`config.mk`:
```
export PLATFORM = sky130hd
export DESIGN_NAME = pong_game_ctrl
export DESIGN_NICKNAME = d
export VERILOG_FILES = /design/src/rtl/pong_game_ctrl.sv
export SDC_FILE = /design/constraint.sdc
export NUM_CORES = 1
export LEC_CHECK = 0
export BUFFER_PORTS_ARGS = -buffer_cell sky130_fd_sc_hd__buf_2
export CAP_MARGIN = 5
export CORE_MARGIN = 2
export CORE_UTILIZATION = 39
export DETAILED_ROUTE_END_ITERATION = 8
export GPL_ROUTABILITY_DRIVEN = 0
export HOLD_SLACK_MARGIN = 0.02
export SLEW_MARGIN = 20
export SYNTH_ARGS = -nofsm -noshare
export SYNTH_HDL_FRONTEND = slang
export SYNTH_SLANG_ARGS = --single-unit
```
`constraint.sdc`:
```
create_clock -name clk -period 1.7 [get_ports clk]
set_input_delay 0.085 -clock clk [delete_from_list [all_inputs] [get_ports clk]]
set_output_delay 0.085 -clock clk [all_outputs]
set_load 0.02 [all_outputs]
```
`src/rtl/pong_game_ctrl.sv`:
```
// Pong match sequencer: serve countdown, play, point pause and game over, all paced by frame_tick.
// Drives the ball-logic hold/run/serve-direction controls and keeps both score counters.
module pong_game_ctrl #(
  parameter int SERVE_FRAMES = 60,
  parameter int POINT_FRAMES = 90,
  parameter int WIN_SCORE    = 7,
  parameter int SCORE_W      = 4
) (
  input  logic               clk,
  input  logic               rst,
  input  logic               frame_tick,
  input  logic               start,
  input  logic               miss_left,
  input  logic               miss_right,
  output logic               ball_rst,
  output logic               ball_run,
  output logic               serve_dir,
  output logic [SCORE_W-1:0] score_l,
  output logic [SCORE_W-1:0] score_r,
  output logic               winner,
  output logic [2:0]         state
);
  localparam int MAX_FRAMES = (SERVE_FRAMES > POINT_FRAMES) ? SERVE_FRAMES : POINT_FRAMES;
  localparam int CNT_W      = $clog2(MAX_FRAMES + 1);
  localparam logic [CNT_W-1:0]   SERVE_LAST = CNT_W'(SERVE_FRAMES - 1);
  localparam logic [CNT_W-1:0]   POINT_LAST = CNT_W'(POINT_FRAMES - 1);
  localparam logic [SCORE_W-1:0] WIN        = SCORE_W'(WIN_SCORE);
  localparam logic [SCORE_W-1:0] ONE        = SCORE_W'(1);

  typedef enum logic [2:0] {
    S_IDLE  = 3'd0,
    S_SERVE = 3'd1,
    S_PLAY  = 3'd2,
    S_POINT = 3'd3,
    S_OVER  = 3'd4
  } state_e;

  state_e             state_q, state_d;
  logic [CNT_W-1:0]   cnt_q, cnt_d;
  logic [SCORE_W-1:0] score_l_q, score_l_d, score_r_q, score_r_d;
  logic               serve_dir_q, serve_dir_d;
  logic               winner_q, winner_d;
  logic               ball_rst_q, ball_rst_d;
  logic               ball_run_q, ball_run_d;
  logic               start_q;
  logic               start_rise;

  assign start_rise = start & ~start_q;

  always_comb begin
    state_d     = state_q;
    cnt_d       = cnt_q;
    score_l_d   = score_l_q;
    score_r_d   = score_r_q;
    serve_dir_d = serve_dir_q;
    winner_d    = winner_q;
    case (state_q)
      S_IDLE: begin
        if (start_rise) begin
          state_d   = S_SERVE;
          cnt_d     = '0;
          score_l_d = '0;
          score_r_d = '0;
        end
      end
      S_SERVE: begin
        if (frame_tick) begin
          if (cnt_q == SERVE_LAST) begin
            state_d = S_PLAY;
            cnt_d   = '0;
          end else begin
            cnt_d = cnt_q + 1'b1;
          end
        end
      end
      S_PLAY: begin
        // A miss always wins over a coincident frame_tick; PLAY does not count frames.
        if (miss_left && miss_right) begin
          serve_dir_d = ~serve_dir_q;
          state_d     = S_POINT;
          cnt_d       = '0;
        end else if (miss_left) begin
          score_r_d   = score_r_q + ONE;
          serve_dir_d = 1'b0;
          cnt_d       = '0;
          state_d     = (score_r_d == WIN) ? S_OVER : S_POINT;
          if (score_r_d == WIN) winner_d = 1'b1;
        end else if (miss_right) begin
          score_l_d   = score_l_q + ONE;
          serve_dir_d = 1'b1;
          cnt_d       = '0;
          state_d     = (score_l_d == WIN) ? S_OVER : S_POINT;
          if (score_l_d == WIN) winner_d = 1'b0;
        end
      end
      S_POINT: begin
        if (frame_tick) begin
          if (cnt_q == POINT_LAST) begin
            state_d = S_SERVE;
            cnt_d   = '0;
          end else begin
            cnt_d = cnt_q + 1'b1;
          end
        end
      end
      S_OVER: begin
        if (start_rise) begin
          state_d     = S_SERVE;
          cnt_d       = '0;
          score_l_d   = '0;
          score_r_d   = '0;
          serve_dir_d = ~winner_q;
        end
      end
      default: begin
        state_d     = S_IDLE;
        cnt_d       = '0;
        score_l_d   = '0;
        score_r_d   = '0;
        serve_dir_d = 1'b0;
        winner_d    = 1'b0;
      end
    endcase

    // Ball controls follow the state being entered so they line up with state_q.
    ball_rst_d = 1'b1;
    ball_run_d = 1'b0;
    case (state_d)
      S_PLAY:  begin ball_rst_d = 1'b0; ball_run_d = 1'b1; end
      S_POINT: begin ball_rst_d = 1'b0; ball_run_d = 1'b0; end
      default: begin ball_rst_d = 1'b1; ball_run_d = 1'b0; end
    endcase
  end

  always_ff @(posedge clk) begin
    if (rst) begin
      state_q     <= S_IDLE;
      cnt_q       <= '0;
      score_l_q   <= '0;
      score_r_q   <= '0;
      serve_dir_q <= 1'b0;
      winner_q    <= 1'b0;
      ball_rst_q  <= 1'b1;
      ball_run_q  <= 1'b0;
      start_q     <= 1'b0;
    end else begin
      state_q     <= state_d;
      cnt_q       <= cnt_d;
      score_l_q   <= score_l_d;
      score_r_q   <= score_r_d;
      serve_dir_q <= serve_dir_d;
      winner_q    <= winner_d;
      ball_rst_q  <= ball_rst_d;
      ball_run_q  <= ball_run_d;
      start_q     <= start;
    end
  end

  assign state     = state_q;
  assign score_l   = score_l_q;
  assign score_r   = score_r_q;
  assign serve_dir = serve_dir_q;
  assign winner    = winner_q;
  assign ball_rst  = ball_rst_q;
  assign ball_run  = ball_run_q;
endmodule

```
==> summary.md, run 1 <==
| Metric | Value |
|---|---|
| Status | finished, final reports clean |
| Number of synthesized flops with an enable pin | 0 |
| Share of cells above drive strength 1 | 0.352 |
| Skew final | 0.00399 ns |
| Least-Margin Pin Slew | approximately 0.42 ns |
| Tcrit/Tclk final | 0.984 |
| Die ar. | 3780 um2 |
| Fin crit period | approximately 1.7 ns |
| Initial antenna violation count | 0 |
| Fmax | ~0.6 GHz |
| Dominant synthesized flop cell | dfxtp_1 |
| Antenna Cells | 0 |
| Mapped cell area | 1290 um2 |
| Mapped Nets | 172 |
| Largest net degree at the start of global routing | 22 |
| CTS clk-pin slew, worst paths | 0.12 ns |
| Max VDD drop | 0.327 mV |
| Clk buf depth | 2 |
| MaxCap Viol Count | 0 |
| DRC Markers | 0 |
| Leakage | 0.697 nW |
| Tot Pwr | 939 uW |
| Pre-CTS WS | -0.0966 ns |
| Netlist cell types | 41 |
| Seq pwr share | 0.583 |
| H-tree levels | 1 |
| ANT nets after route | 0 |
| Switching power | approximately 250 uW |
| Critical Path Source Type | flop |
| CTS tree | built |
| Global-route wire length before repair | 5.15 mm |
| Vias | 1285 |
| # nets final | around 210 |
| Final hold vios | 0 |
| Clock group share of total power | 0.271 |
| Total Routing Usage GR | 0.181 |
| Area Growth Syn to Fin | 32.8% |
| Register bit total from synthesis | 23 |
| Die H | 61.5 um |
| Vias in the first global route | 1224 |
| Initial core utilization | 0.415 |
| Die Wd | around 61 um |
| Final Max Slew Viols | 0 |
| Met2 WL post-DR | 1.50 mm |
| CP Capture Type | flop |
| Critical Path AT | 1.87 ns |
| Switching Fraction | 0.265 |
| Setup ws final | 0.0272 ns |
| Site Rows | 20 |
| Logic pwr share | 0.146 |
| Internal | 690 uW |
| Post-synthesis cell count | 160 |
| Filler cell count | around 320 |
| Clk_lat worst skew | 0.31 ns |
| Pre-Repair DR Iteration Count | 4 |
| Synthesis Warnings | 0 |
| RSZ-0062 raised after global routing | true |
| WL met3 | 94 um |
| Syn_area_per_cell | between 8 and 9 um2 |
| DR WL/cell | 12.7 um |
| # IOs | 21 |
| Final Setup Violations | 0 |
| Via/cell ratio | 5.29 |
| GRT Residual Overflow | 0 |
| CTS Sinks | 23 |
| Crit Path Category | reg2reg |
| Crit path required time | 1.90 ns |
| Crit Path Max Fanout | 6 |
| Post-synth ARST share | 0 |
| Wire length on met1 | 1.48 mm |
| Final wirelength | 3.09 mm |
| CORE AREA | 3100 um2 |
| Worst hold path type | in2reg |
| Post-detail-place hpwl | about 2.2 mm |
| Post-synthesis sequential area ratio | 0.358 |
| PD cells | 549 nW/um2 |
| Iteration-0 DRC Markers | 61 |
| Slew HR | 0.722 |
| Clock root buffer | clkbuf_4 |
| Top sig layer | met4 |
| IO buf count | 20 |
| Cts bufs inserted | 3 |
| Flop2flop setup slack | 0.03 ns |
[repair_timing]
action,CTS,global route
pin swaps,6,6
hold endpoints to repair,1,0
hold buffers,1,0
endpoints found under the setup margin,7,15
buffers inserted,3,2
gates resized for setup,9,16
[flip-flops by register name, summed over array words and instances (netlist names)]
signal / flops
start_q: 1
serve_dir: 1
winner: 1
score_l: 4
ball_rst: 1
state: 3
cnt_q: 7
score_r: 4
ball_run: 1
[synthesized netlist by cell type, drive strengths merged, types with 2 or more instances]
| master | number | area (um2) |
|---|---|---|
| a21o | 2 | 15.0 |
| a21oi | 17 | 85.1 |
| and3 | 5 | 31.3 |
| buf | 2 | 16.3 |
| clkbuf | 3 | 11.3 |
| dfxtp | 23 | 460 |
| ha | 6 | 75.1 |
| inv | 6 | 22.5 |
| nand2 | 6 | 22.5 |
| nand3 | 5 | 25.0 |
| nand3b | 3 | 22.5 |
| nor2 | 22 | 85.1 |
| nor2b | 11 | 68.8 |
| nor3 | 7 | 35.0 |
| nor3b | 3 | 22.5 |
| o21ai | 11 | 55.1 |
| o221ai | 4 | 41.3 |
| or3 | 2 | 12.5 |
| or3b | 2 | 17.5 |
| xor2 | 3 | 26.3 |
[cells by family (layout without fill, tap and decap cells)]
family                   after synthesis  in the layout  share of synthesized area
AND/OR/NAND/NOR                       75             75                      0.320
AO/OA/AOI/OAI                         41             41                      0.198
flip-flops                            23             23                      0.358
buffers and inverters                 11             50                     0.0389
adder cells (fa/ha/maj)                6              6                     0.0583
XOR/XNOR                               4              4                     0.0272
[layer usage]
metal,vias up,GRT usage
met5,-,0
met4,0,0.0942
met3,4,0.0273
met2,20,0.307
met1,608,0.222
li1,653,-
[worst paths after layout]
check	startpoint	end	cells past startpoint
worst min-delay path	miss_left	winner$_SDFFE_PP0P_	2
worst max register to register	cnt_q[1]$_SDFFE_PP0P_	cnt_q[2]$_SDFFE_PP0P_	6
worst max-delay path	cnt_q[1]$_SDFFE_PP0P_	cnt_q[2]$_SDFFE_PP0P_	6
worst min register to register	serve_dir$_SDFFE_PP0P_	serve_dir$_SDFFE_PP0P_	2
[metrics by stage]
stage	utilization	hold slack, ns	std cells	cell area (um2)	TNS (ns)
final	0.551	0.113	243	1710	0
after global routing	0.551	0.107	243	1710	-0.131
after CTS	0.532	0.108	241	1650	0
after detailed placement	0.502	0.314	234	1560	-0.146
after global placement	0.502	0.309	234	1560	-0.0228
after floorplan	-	0.213	160	1320	0
[cell type report]
cell class	instances	area, um2	share of cell area
clock buffers	4	26.3	0.0154
well taps	44	55.1	0.0322
multi-input cells	126	867	0.507
flip-flops and latches	23	482	0.282
inverters	6	22.5	0.0132
repair buffers	40	256	0.150
[power groups by stage]
stage               combinational (mW)  clock (mW)  sequential, mW
finish                           0.137       0.254           0.547
CTS                              0.125       0.268           0.548
floorplan                       0.0647           0           0.563
global placement                 0.118           0           0.562
global route                     0.150       0.294           0.549
detailed placement               0.119           0           0.563
[worst max-delay path, stage by stage (launching register included)]
cell and delay [ns]:
dfxtp_4 0.39, ha_4 0.13, or3b_4 0.38, o221ai_4 0.31, nor2_4 0.08, a221oi_2 0.22, nor2_1 0.06
[cells in the final DEF, fill, tap and decap left out, drive strengths merged, types with 2 or more instances in the layout]
cell type,count
a21o,2
a21oi,17
and3,5
buf,39
clkbuf,4
dfxtp,23
ha,6
inv,6
nand2,6
nand3,5
nand3b,3
nor2,22
nor2b,11
nor3,7
nor3b,3
o21ai,11
o221ai,4
or3,2
or3b,2
xor2,3
Power figures use the tool's default switching activity.
==> inputs of run 2 (changes only) <==
CORE_UTILIZATION = 49   (was 39)
PLACE_DENSITY = 0.74   (was default)
==> run 2 against run 1 <==
Worst hold slack better by 0.0044 ns. Maximum frequency down 0.53%. Core utilization up 14 points. Cell count down 6.2%. Sequential share of layout area up 0.23 points. Total power down 0.94%. First-iteration DRC count down 31%. Clock power about the same.
==> summary.md, run 2 (synthesis gave the netlist of run 1 again) <==
| Metric | Value |
|---|---|
| PD cells | 546 nW/um2 (was 549 nW/um2) |
| Via/cell ratio | 5.71 (was 5.29) |
| Vias | 1301 (was 1285) |
| Critical Path Source Type | flop (unchanged) |
| Fmax | 0.595 GHz (was 0.598 GHz) |
| Crit Path Max Fanout | 3 (was 6) |
| Seq pwr share | 0.585 (was 0.583) |
| Skew final | 0.00618 ns (was 0.00399 ns) |
| Largest Register | cnt_q (unchanged) |
| H-tree levels | 1 (unchanged) |
| Vias in the first global route | 1193 (was 1224) |
| Reg2Reg Capture Point | ball_run$_SDFF_PP0_ (was cnt_q[2]$_SDFFE_PP0P_) |
| CTS clk-pin slew, worst paths | 0.13 ns (was 0.12 ns) |
| Clk buf depth | 2 (unchanged) |
| Hold worst-path end | winner$_SDFFE_PP0P_ (unchanged) |
| # IOs | 21 (unchanged) |
| Final Setup Violations | 0 (unchanged) |
| Cts bufs inserted | 3 (unchanged) |
| Final Max Slew Viols | 0 (unchanged) |
| CTS tree | built (unchanged) |
| IO buf count | 20 (unchanged) |
| Total Routing Usage GR | 0.200 (was 0.181) |
| Switching power | 249 uW (about the same) |
| Clock group share of total power | 0.270 (was 0.271) |
| Post-route design area | 1700 um2 (was 1710 um2) |
| Die ar. | 3050 um2 (was 3780 um2) |
| Tcrit/Tclk final | 0.989 (was 0.984) |
| Least-Margin Pin Slew | 0.426 ns (was 0.416 ns) |
| Fin crit period | 1.68 ns (was 1.67 ns) |
| Logic pwr share | 0.146 (about the same) |
| Largest net degree at the start of global routing | 22 (unchanged) |
| Initial core utilization | 0.520 (was 0.415) |
| Worst hold start | miss_left (unchanged) |
| Hold Path Stages | 2 (unchanged) |
| Max reg flops | 7 (unchanged) |
| Crit path required time | 1.97 ns (was 1.90 ns) |
| Worst hold path type | in2reg (unchanged) |
| DR WL/cell | 13.7 um (was 12.7 um) |
| Iteration-0 DRC Markers | 42 (was 61) |
| R2R depth | 7 (was 6) |
| Reg-to-reg critical path startpoint | score_l[0]$_SDFFE_PP0P_ (was cnt_q[1]$_SDFFE_PP0P_) |
| Final hold vios | 0 (unchanged) |
| Post-detail-place hpwl | 2.15 mm (was 2.19 mm) |
| Flop2flop setup slack | 0.02 ns (was 0.03 ns) |
| CTS Sinks | 23 (unchanged) |
| Antenna Cells | 0 (unchanged) |
| Final wirelength | 3.13 mm (was 3.09 mm) |
| Site Rows | 18 (was 20) |
| CP Capture Type | flop (unchanged) |
| GRT Residual Overflow | 0 (unchanged) |
| Switching Fraction | 0.267 (was 0.265) |
| Slew HR | 0.716 (was 0.722) |
| Clock root buffer | clkbuf_4 (unchanged) |
| Area Growth Syn to Fin | 32.4% (was 32.8%) |
| Die Wd | 55.3 um (was 61.5 um) |
| Initial antenna violation count | 0 (unchanged) |
| RSZ-0062 raised after global routing | true (unchanged) |
| Critical Path AT | 1.95 ns (was 1.87 ns) |
| Global-route wire length before repair | 5.02 mm (was 5.15 mm) |
| Commonest non-fill, non-tap cells in the layout | 20 x nor2_1, 20 x buf_2, 16 x a21oi_1, 16 x buf_4, 14 x dfxtp_1 (was 20 x nor2_1, 20 x buf_2, 18 x buf_4) |
| Internal | 681 uW (was 690 uW) |
| Die H | 55.3 um (was 61.5 um) |
| Crit Path Category | reg2reg (unchanged) |
| CORE AREA | 2480 um2 (was 3100 um2) |
| Leakage | 0.694 nW (was 0.697 nW) |
| Max VDD drop | 0.566 mV (was 0.327 mV) |
| # nets final | 211 (was 212) |
| MaxCap Viol Count | 0 (unchanged) |
| ANT nets after route | 0 (unchanged) |
| Share of cells above drive strength 1 | 0.359 (was 0.352) |
| Hold slack | 0.118 ns (was 0.113 ns) |
| Pre-Repair DR Iteration Count | 4 (unchanged) |
| Clk_lat worst skew | 0.31 ns (about the same) |
| Area after DPL | 1530 um2 (was 1560 um2) |
| DRC Markers | 0 (unchanged) |
| Status | finished, final reports clean (unchanged) |
[run 2: cell types whose count changed in the layout (fill, tap and decap cells not counted), sizes merged]
cell,before,now
buf,39,38
clkbuf,4,3
clkinv,0,1
[run 2: cell type report]
cell class              instances  area, um2
inverters                       6       22.5
flip-flops and latches         23        484
clock inverters                 1       5.00
multi-input cells             126        880
well taps                      30       37.5
repair buffers                 39        253
fillers                       218        773
clock buffers                   3       22.5
[run 2: worst max path at each step]
stage	slack, ns	endpoint	depth (start not counted)	from
finish	0.02	ball_run$_SDFF_PP0_	7	score_l[0]$_SDFFE_PP0P_
floorplan	0.009	winner$_SDFFE_PP0P_	6	score_l[0]$_SDFFE_PP0P_
detailed placement	-0.003	cnt_q[2]$_SDFFE_PP0P_	6	cnt_q[1]$_SDFFE_PP0P_
global placement	0.03	cnt_q[2]$_SDFFE_PP0P_	6	cnt_q[1]$_SDFFE_PP0P_
global route	-0.11	ball_run$_SDFF_PP0_	7	score_l[0]$_SDFFE_PP0P_
CTS	0.0005	cnt_q[2]$_SDFFE_PP0P_	6	cnt_q[1]$_SDFFE_PP0P_
[run 2: critical path, stage by stage (launching register included)]
cell and delay, ns:
dfxtp_2 0.36, ha_4 0.16, xnor2_2 0.13, nor3b_2 0.20, a22oi_2 0.11, buf_4 0.16, a222oi_1 0.31, and3_1 0.20
[run 2: power groups by stage]
| stage | Clock [mW] | Combinational (mW) | Sequential, mW |
|---|---|---|---|
| 2_1_floorplan | 0 | 0.0647 | 0.563 |
| 6_report | 0.251 | 0.136 | 0.544 |
| 3_3_place_gp | 0 | 0.118 | 0.560 |
| 3_5_place_dp | 0 | 0.121 | 0.560 |
| 4_1_cts | 0.260 | 0.124 | 0.548 |
| 5_1_grt | 0.275 | 0.148 | 0.544 |
[run 2: metal layers]
layer / global-route usage / up-vias / part of all wire
met3: 0.0375 / 6 / 0.050
met5: 0 / - / 0
met2: 0.345 / 39 / 0.49
li1: - / 652 / -
met4: 0.101 / 0 / 0.014
met1: 0.235 / 604 / 0.44
[run 2: what timing repair did]
item / in CTS / in global routing
buffers inserted: 0 / 4
gates resized for setup: 2 / 26
pin swaps: 1 / 11
setup endpoints to repair: 5 / 19
hold endpoints to repair: 1 / 0
hold buffers: 1 / 0
[run 2: metrics by stage]
stage	TNS [ns]	util	worst slack, ns	total power [mW]	std cells
after detailed placement	-0.00511	0.619	-0.00330	0.681	219
after global routing	-0.383	0.688	-0.109	0.967	228
final	0	0.688	0.0183	0.930	228
after CTS	0	0.638	0.000482	0.932	224
after floorplan	0	-	0.00921	0.628	160
after global placement	0	0.619	0.0301	0.677	219
==> inputs of run 3 (changes only) <==
==> constraint.sdc (replaced) <==
create_clock -name clk -period 1.7 [get_ports clk]
set_input_delay 0.34 -clock clk [delete_from_list [all_inputs] [get_ports clk]]
set_output_delay 0.34 -clock clk [all_outputs]
set_load 0.02 [all_outputs]
==> run 3 against run 2 <==
The flow now finishes with violations (negative setup slack). Worst setup slack got worse by 0.081 ns. Non-clock buffer count unchanged. Worst hold slack improved by 0.15 ns. First-iteration DRC count increased by 4.8%. Die area unchanged. Via count decreased by 0.61%. Final area increased by 1.1%. Clock power increased by 2%. Critical endpoint is now cnt_q[2]$_SDFFE_PP0P_.
==> summary.md, run 3 (synthesis gave the netlist of run 1 again) <==
| Metric | Value |
|---|---|
| Clk buf depth | 2 (unchanged) |
| Largest Register | cnt_q (unchanged) |
| Skew final | 0.00181 ns (was 0.00618 ns) |
| Antenna Cells | 0 (unchanged) |
| Final Max Slew Viols | 0 (unchanged) |
| Post-detail-place hpwl | 2.28 mm (was 2.15 mm) |
| DRC Markers | 0 (unchanged) |
| Reg2Reg Capture Point | cnt_q[2]$_SDFFE_PP0P_ (was ball_run$_SDFF_PP0_) |
| CTS tree | built (unchanged) |
| Critical Path AT | 1.96 ns (was 1.95 ns) |
| Status | finished with violations (was finished, final reports clean) |
| Tcrit/Tclk final | 1.04 (was 0.989) |
| # nets final | 211 (unchanged) |
| Failing checks | negative setup slack |
| Flop2flop setup slack | -0.06 ns (was 0.02 ns) |
| CP Capture Type | flop (unchanged) |
| Initial antenna violation count | 0 (unchanged) |
| DR WL/cell | 14.2 um (was 13.7 um) |
| Setup ws final | -0.0629 ns (was 0.0183 ns) |
| MaxCap Viol Count | 0 (unchanged) |
| Worst hold path type | in2reg (unchanged) |
| Clk_lat worst skew | 0.31 ns (about the same) |
| CTS clk-pin slew, worst paths | 0.13 ns (about the same) |
| Core Util, Final | 0.695 (was 0.688) |
| Initial core utilization | 0.520 (unchanged) |
| Die H | 55.3 um (unchanged) |
| Tot Pwr | 941 uW (was 930 uW) |
| Final Setup Violations | 2 (was 0) |
| CORE AREA | 2480 um2 (unchanged) |
| Area Growth Syn to Fin | 33.8% (was 32.4%) |
| Largest net degree at the start of global routing | 22 (unchanged) |
| ANT nets after route | 0 (unchanged) |
| Critical Path Source Type | flop (unchanged) |
| Hold slack | 0.269 ns (was 0.118 ns) |
| Crit path required time | 1.90 ns (was 1.97 ns) |
| Clock root buffer | clkbuf_4 (unchanged) |
| Slew HR | 0.740 (was 0.716) |
| Area after DPL | 1540 um2 (was 1530 um2) |
| Via/cell ratio | 5.67 (was 5.71) |
| Setup TNS | -0.0821 ns (was 0 ns) |
| Site Rows | 18 (unchanged) |
| Met2 WL post-DR | 1.61 mm (was 1.55 mm) |
| Iteration-0 DRC Markers | 44 (was 42) |
| PD cells | 546 nW/um2 (about the same) |
| Vias | 1293 (was 1301) |
| Die ar. | 3050 um2 (unchanged) |
| Pre-CTS WS | -0.101 ns (was -0.00330 ns) |
| Cts bufs inserted | 3 (unchanged) |
| Commonest non-fill, non-tap cells in the layout | 20 x nor2_1, 20 x buf_2, 18 x buf_4 (was 20 x nor2_1, 20 x buf_2, 16 x a21oi_1, 16 x buf_4, 14 x dfxtp_1) |
| Max VDD drop | 0.438 mV (was 0.566 mV) |
| CTS Sinks | 23 (unchanged) |
| Share of cells above drive strength 1 | 0.379 (was 0.359) |
| Worst setup path start | cnt_q[1]$_SDFFE_PP0P_ (was score_l[0]$_SDFFE_PP0P_) |
| Worst Setup EP | cnt_q[2]$_SDFFE_PP0P_ (was ball_run$_SDFF_PP0_) |
| Final hold vios | 0 (unchanged) |
| Critical path cell sequence | ha_4 > or3b_4 > o221ai_4 > nor2_2 > a221oi_2 > nor2_1 (was ha_4 > xnor2_2 > nor3b_2 > a22oi_2 > buf_4 > a222oi_1 > and3_1) |
| Hold buffers post-CTS | 0 (was 1) |
| Vias in the first global route | 1256 (was 1193) |
| Leakage | 0.703 nW (was 0.694 nW) |
| Pre-Repair DR Iteration Count | 4 (unchanged) |
| Slowest-stage cell, CP | dfxtp_2 (unchanged) |
| Die Wd | 55.3 um (unchanged) |
| WL met3 | 132 um (was 156 um) |
| R2R depth | 6 (was 7) |
| Reg-to-reg critical path startpoint | cnt_q[1]$_SDFFE_PP0P_ (was score_l[0]$_SDFFE_PP0P_) |
| Fmax | 0.567 GHz (was 0.595 GHz) |
| Wire length on met1 | 1.46 mm (was 1.38 mm) |
| Crit Path Max Fanout | 7 (was 3) |
| Top sig layer | met4 (unchanged) |
| CP max stage delay | 0.38 ns (was 0.36 ns) |
| Final Instance Count excl. Fillers | 228 (unchanged) |
| IO buf count | 20 (unchanged) |
| Crit Path Category | reg2reg (unchanged) |
| Least-Margin Pin Slew | 0.391 ns (was 0.426 ns) |
| GRT Residual Overflow | 0 (unchanged) |
| Fin crit period | 1.76 ns (was 1.68 ns) |
| Placed Cells | 220 (was 219) |
| # IOs | 21 (unchanged) |
| Total Routing Usage GR | 0.216 (was 0.200) |
| H-tree levels | 1 (unchanged) |
| RSZ-0062 raised after global routing | true (unchanged) |
| Final wirelength | 3.23 mm (was 3.13 mm) |
| Global-route wire length before repair | 5.42 mm (was 5.02 mm) |
| Post-route design area | 1720 um2 (was 1700 um2) |
| Max reg flops | 7 (unchanged) |
## run 3: per-layer routing
metal,GRT usage,up-vias
met1,0.265,612
met5,0,-
met4,0.0906,0
li1,-,645
met3,0.0304,4
met2,0.376,32
## run 3: area by class of cell
cell class                 count  area [um2]
inverter                       6        22.5
timing repair buffer          39         246
sequential                    23         480
multi-input combinational    126         910
clock buffer                   4        26.3
fill                         204         754
tap                           30        37.5
## run 3: critical path, delay by kind of cell, from the launching register on
family	cells	cell delay [ns]
flip-flops	1	0.38
AND/OR/NAND/NOR	3	0.56
AO/OA/AOI/OAI	2	0.58
adder cells (fa/ha/maj)	1	0.13
## run 3: worst min-delay path by stage
stage	end	cells past startpoint	from
floorplan	cnt_q[1]$_SDFFE_PP0P_	2	cnt_q[1]$_SDFFE_PP0P_
CTS	start_q$_SDFF_PP0_	2	start
global placement	serve_dir$_SDFFE_PP0P_	2	serve_dir$_SDFFE_PP0P_
detailed placement	serve_dir$_SDFFE_PP0P_	2	serve_dir$_SDFFE_PP0P_
global route	start_q$_SDFF_PP0_	2	start
finish	start_q$_SDFF_PP0_	2	start
## run 3: power by group
group	total (mW)	internal (mW)	switching, mW
clock	0.256	0.0915	0.165
combinational	0.139	0.0567	0.0825
sequential	0.545	0.541	0.00485
total	0.941	0.689	0.252
## run 3: timing repair
item | 4_1_cts | 5_1_grt
buffers inserted | 2 | 2
setup endpoints to repair | 11 | 18
gates resized for setup | 8 | 18
pin swaps | 5 | 14
hold endpoints to repair | 0 | 0
